==> src/rtl/alu_pkg.sv <==
// Shared types and constants for the RV32I integer ALU slice.
// Holds the opcode values, Funct3 encodings and the immediate sign-extension helper.
package alu_pkg;

  localparam int unsigned WIDTH   = 32;
  localparam int unsigned SHAMT_W = 5;
  localparam int unsigned IMM_W   = 12;

  localparam logic [6:0] OP     = 7'b0110011;
  localparam logic [6:0] OP_IMM = 7'b0010011;

  typedef enum logic [2:0] {
    Funct3AddSub = 3'b000,
    Funct3Sll    = 3'b001,
    Funct3Slt    = 3'b010,
    Funct3Sltu   = 3'b011,
    Funct3Xor    = 3'b100,
    Funct3SrlSra = 3'b101,
    Funct3Or     = 3'b110,
    Funct3And    = 3'b111
  } funct3_e;

  function automatic logic [WIDTH-1:0] sign_ext_imm(input logic [IMM_W-1:0] imm);
    return {{(WIDTH - IMM_W){imm[IMM_W-1]}}, imm};
  endfunction

endpackage

==> src/rtl/alu_if.sv <==
// Operand/result bundle between the register file, the ALU and write-back.
// The master drives decoded instruction fields and operands; the slave returns RD.
interface alu_if;
  import alu_pkg::*;

  logic [WIDTH-1:0] RS1;
  logic [WIDTH-1:0] RS2;
  logic [2:0]       Funct3;
  logic [6:0]       Funct7;
  logic [IMM_W-1:0] Imm_reg;
  logic [6:0]       opcode;
  logic [WIDTH-1:0] RD;

  modport master (
    output RS1, RS2, Funct3, Funct7, Imm_reg, opcode,
    input  RD
  );

  modport slave (
    input  RS1, RS2, Funct3, Funct7, Imm_reg, opcode,
    output RD
  );

endinterface

==> src/rtl/alu_core.sv <==
// Purely combinational RV32I arithmetic/logic/shift unit.
// alt selects SUB over ADD and SRA over SRL; the caller decides when that is legal.
module alu_core
  import alu_pkg::*;
(
  input  logic [WIDTH-1:0] a,
  input  logic [WIDTH-1:0] b,
  input  funct3_e          op,
  input  logic             alt,
  output logic [WIDTH-1:0] result
);

  logic [SHAMT_W-1:0] shamt;
  assign shamt = b[SHAMT_W-1:0];

  always_comb begin
    result = '0;
    unique case (op)
      Funct3AddSub: result = alt ? (a - b) : (a + b);
      Funct3Sll:    result = a << shamt;
      Funct3Slt:    result = {{(WIDTH - 1){1'b0}}, $signed(a) < $signed(b)};
      Funct3Sltu:   result = {{(WIDTH - 1){1'b0}}, a < b};
      Funct3Xor:    result = a ^ b;
      Funct3SrlSra: result = alt ? WIDTH'($signed(a) >>> shamt) : (a >> shamt);
      Funct3Or:     result = a | b;
      Funct3And:    result = a & b;
    endcase
  end

endmodule

==> src/rtl/alu_top.sv <==
// Registered RV32I ALU: decodes OP/OP-IMM, selects operand B and registers the result on RD.
// Unsupported opcodes and reset both load RD with zero.
module alu_top
  import alu_pkg::*;
(
  input logic  clk,
  input logic  rst,
  alu_if.slave bus
);

  logic             is_op;
  logic             is_op_imm;
  funct3_e          op;
  logic             alt;
  logic [WIDTH-1:0] operand_b;
  logic [WIDTH-1:0] core_result;
  logic [WIDTH-1:0] rd_d;
  logic [WIDTH-1:0] rd_q;

  assign is_op     = (bus.opcode == OP);
  assign is_op_imm = (bus.opcode == OP_IMM);
  assign op        = funct3_e'(bus.Funct3);
  assign operand_b = is_op_imm ? sign_ext_imm(bus.Imm_reg) : bus.RS2;

  // OP-IMM has no SUBI; only the shift-right encoding honours the alternate bit.
  always_comb begin
    alt = 1'b0;
    if (is_op) begin
      alt = bus.Funct7[5];
    end else if (is_op_imm && (op == Funct3SrlSra)) begin
      alt = bus.Imm_reg[10];
    end
  end

  alu_core u_alu_core (
    .a      (bus.RS1),
    .b      (operand_b),
    .op     (op),
    .alt    (alt),
    .result (core_result)
  );

  assign rd_d = (is_op || is_op_imm) ? core_result : '0;

  always_ff @(posedge clk) begin
    if (rst) begin
      rd_q <= '0;
    end else begin
      rd_q <= rd_d;
    end
  end

  assign bus.RD = rd_q;

  logic unused_funct7;
  assign unused_funct7 = ^{bus.Funct7[6], bus.Funct7[4:0]};

endmodule

==> src/flat_wrapper.sv <==
// flat-port wrapper written by rule: the top's interface ports become plain ports
module alu_top_flat import alu_pkg::*;
  (clk, rst, bus_RS1, bus_RS2, bus_Funct3, bus_Funct7, bus_Imm_reg, bus_opcode, bus_RD);
  alu_if bus_i ();
  input logic clk;
  input logic rst;
  input wire logic [$bits(bus_i.RS1)-1:0] bus_RS1;
  input wire logic [$bits(bus_i.RS2)-1:0] bus_RS2;
  input wire logic [$bits(bus_i.Funct3)-1:0] bus_Funct3;
  input wire logic [$bits(bus_i.Funct7)-1:0] bus_Funct7;
  input wire logic [$bits(bus_i.Imm_reg)-1:0] bus_Imm_reg;
  input wire logic [$bits(bus_i.opcode)-1:0] bus_opcode;
  output wire logic [$bits(bus_i.RD)-1:0] bus_RD;
  assign bus_i.RS1 = bus_RS1;
  assign bus_i.RS2 = bus_RS2;
  assign bus_i.Funct3 = bus_Funct3;
  assign bus_i.Funct7 = bus_Funct7;
  assign bus_i.Imm_reg = bus_Imm_reg;
  assign bus_i.opcode = bus_opcode;
  assign bus_RD = bus_i.RD;
  alu_top u_core (.clk(clk), .rst(rst), .bus(bus_i));
endmodule
==> config.mk <==
export PLATFORM = sky130hd
export DESIGN_NAME = alu_top_flat
export DESIGN_NICKNAME = d
export VERILOG_FILES = /design/src/rtl/alu_pkg.sv /design/src/rtl/alu_if.sv /design/src/rtl/alu_core.sv /design/src/rtl/alu_top.sv /design/src/flat_wrapper.sv
export SDC_FILE = /design/constraint.sdc
export NUM_CORES = 1
export LEC_CHECK = 0
export ABC_AREA = 1
export BUFFER_PORTS_ARGS = -buffer_cell sky130_fd_sc_hd__clkbuf_2
export CAP_MARGIN = 20
export CORE_MARGIN = 4
export CORE_UTILIZATION = 30
export CTS_CLUSTER_SIZE = 8
export DETAILED_ROUTE_END_ITERATION = 10
export SLEW_MARGIN = 30
export SYNTH_ARGS = -nofsm -noshare
export SYNTH_HDL_FRONTEND = slang
export SYNTH_SLANG_ARGS = --single-unit
==> constraint.sdc <==
create_clock -name clk -period 4.8 [get_ports clk]
set_clock_uncertainty 0.2 [all_clocks]
set_input_delay 0.72 -clock clk [delete_from_list [all_inputs] [get_ports clk]]
set_output_delay 0.72 -clock clk [all_outputs]
set_load 0.05 [all_outputs]
==> impl_metrics.py <==
metrics = {
    "route": {
        "routedWlPerCell_um": 21.70,
        "dr_total_vias": 14050,
        "drt_wl_total_mm": 55.22,
        "postRouteAntennaNets": 0,
        "detail_route.first_pass.iterations": 6,
        "drtIter0Drc": 1560,
        "via_per_inst": 5.519,
        "drc": 0,
    },
    "outcome": {
        "outcome": "complete, no violations",
    },
    "timing": {
        "fin_setup_tns_ps": 0,
        "finalSetupViolations": 0,
        "layout_min_cycle_time_ps": 4332,
        "hold_ws_ps": 630.1,
        "rsz0062_at_grt": "false",
        "hold_viol_final": 0,
        "fmax_mhz": 230.8,
        "fin_crit_sh_pct": 90.25,
        "final_max_slew_viol_count": 0,
        "slew_headroom_pct": 38.91,
        "tightestPinTransition_ps": 915.3,
    },
    "pwr": {
        "switching_share_pct": 53.77,
        "leakage_nw": 5.995,
        "ir_worst_vdd_mv": 0.1578,
        "power_mw": 1.926,
        "power_density_mw_per_mm2": 164.0,
        "p_switching_mw": 1.036,
        "pwr-share-comb_pct": 66.2,
        "pwr-share-seq_pct": 13.8,
        "clockPowerShare_pct": 19.9,
        "p_int_mw": 0.8905,
    },
    "synthesis": {
        "synth-async-reset-ratio_pct": 0,
        "ys.flop_type": "dfxtp_1",
        "synth_cells": 2010,
        "yosysWarnings": 0,
        "syn_area_mm2": 0.01039,
        "synth_area_leaders": "nand2_1 22%, ha_1 11%, inv_1 9.2%, nand3_1 8.7%, a21oi_1 7.0%",
        "avgSynthCellArea_um2": 5.170,
        "syn-num-nets": 2197,
        "yosysTopAreaCellShare_pct": 21.60,
        "synth_cell_types": 54,
        "synth_edf_count": 0,
        "synth_area_leader_cell": "nand2_1",
        "seq_area_frac_synth_pct": 6.165,
        "synth.ff_latch_count": 32,
    },
    "global_route": {
        "grt_max_degree": 68,
        "first_global_vias": 13010,
        "antenna_found_initial": 0,
        "overflow": 0,
        "track_usage_pct": 27.96,
        "grt_pass1_wl_mm": 81.39,
    },
    "worst_hold_path": {
        "hp-start": "bus_Funct3[0]",
        "hp-class": "input pin to flip-flop",
        "hold_depth": 4,
        "hold_path_end": "u_core.bus.RD[0]",
    },
    "worst_setup_path": {
        "crit_arrival_ps": 4270,
        "required_ps": 4740,
        "crit_path_end_kind": "flip-flop",
        "crit_type": "input pin to flip-flop",
        "start_kind": "input pin",
        "path_max_fanout": 19,
    },
    "clock_network": {
        "clock_sinks": 32,
        "cts_buffer_depth": 2,
        "cts_root_buffer": "clkbuf_16",
        "clkTransAtPathRegs_ps": 60,
        "cts_tree": "yes",
        "ctsResizeCount": 0,
        "cts_made_buffers": 5,
        "post-cts-setup-buffer-count": 0,
        "hold_buffers": 0,
        "h-tree-depth": 2,
    },
    "floorplanning": {
        "dieArea_mm2": 0.03768,
        "start_util_pct": 30.68,
        "core_mm2": 0.03387,
        "ioPinCount": 127,
        "die_h_um": 194.1,
        "rows": 67,
        "die_width_um": 194.1,
    },
    "placement": {
        "dp_hpwl_mm": 46.35,
        "portBuffers": 120,
        "place.gp.congestion": 1.038,
    },
    "final_layout": {
        "final_cell_mix": "597 x nand2_1, 254 x inv_1, 182 x nor2_1",
        "nNetsFinal": 2283,
        "n_antenna_cell": 0,
        "syn_to_final_growth_pct": 13.06,
        "layout.cells.most_common": "nand2_1",
        "post_route_cells_drive_above_1_share_pct": 11.64,
        "largest_reg_flops": 32,
    },
    "run": {
        "drv_cap": 0,
    },
}
==> Yosys cell counts, types with 3 or more instances <==
cell / count
nand3_1: 180
o21a_1: 4
nor4_1: 4
nand3_2: 4
o21ai_0: 127
nor2_1: 183
xnor2_1: 3
nand2_2: 13
clkbuf_1: 49
a31oi_1: 10
buf_2: 26
mux2i_1: 5
buf_4: 7
or2_2: 3
nand4_1: 10
a221oi_1: 16
nand2_4: 3
o21ai_2: 6
buf_6: 6
inv_1: 254
or2_1: 6
o21bai_1: 6
nand2_1: 598
xor2_1: 11
ha_1: 91
a21oi_1: 145
o22ai_1: 7
nor3_1: 24
o211ai_1: 26
o21ai_1: 95
o2111ai_1: 4
nand3b_1: 4
dfxtp_1: 32
buf_1: 12
inv_2: 14
==> logic make-up after synthesis <==
logic type,synth area share [%]
flops,6.165
simple gates,41.94
buf+inv,14.29
compound gates,24.79
fa+ha+maj,11.15
xor+xnor,1.180
mux,0.4817
==> power by group through the flow <==
stage	Combinational, mW	Sequential [mW]	Clock, mW
2_1_floorplan	0.788	0.275	0
6_report	1.28	0.267	0.384
5_1_grt	1.39	0.267	0.399
4_1_cts	1.24	0.267	0.393
3_3_place_gp	1.24	0.273	0
3_5_place_dp	1.24	0.273	0
==> worst max-delay path: stages <==
cell      delay (ps)
clkbuf_2          90
inv_1             40
nand2_2          100
nor2_8            60
nand2_4          140
or2_2            410
o21ai_0          270
ha_1             540
nand2_1          190
nor2_1           140
inv_1             60
nor3_1           310
buf_4            190
nand3_1           80
nand3_1          240
nand2_1          130
a21oi_1          130
o21ai_0          100
nand2_1           90
nand2_1           50
nand3_1          100
a21oi_1           70
==> cell type report <==
class,count,area (um^2)
clock inverters,3,42.54
inverters,268,1006
flip-flops and latches,32,640.6
fillers,4059,22120
clock buffers,5,125.1
multi-input cells,1610,8280
repair buffers,179,1094
well taps,448,560.5
==> stage by stage <==
step,setup WS [ps],area [um^2],util [%],std cells
after floorplan,1061,10390,-,2010
after global placement,275.6,11580,34.20,2537
after detailed placement,277.6,11580,34.20,2537
after CTS,572.0,11750,34.69,2545
after global routing,159.6,11750,34.69,2545
final,468.1,11750,34.69,2545
==> worst max-delay path by stage <==
stage,end,slack [ps],startpoint
2_1_floorplan,u_core.bus.RD[31],1060,bus_opcode[2]
3_3_place_gp,u_core.bus.RD[28],280,bus_opcode[2]
3_5_place_dp,u_core.bus.RD[31],280,bus_opcode[2]
4_1_cts,u_core.bus.RD[31],570,bus_opcode[2]
5_1_grt,u_core.bus.RD[28],160,bus_opcode[2]
6_report,u_core.bus.RD[28],470,bus_opcode[5]
==> layer usage <==
layer	share of wire (%)	routed length [um]	GRT usage (%)
met1	43	23770	38.29
met2	43	23910	44.09
met5	0	0	0
met4	5.1	2841	12.32
met3	8.5	4701	3.458
(Power assumes the default switching activity.)
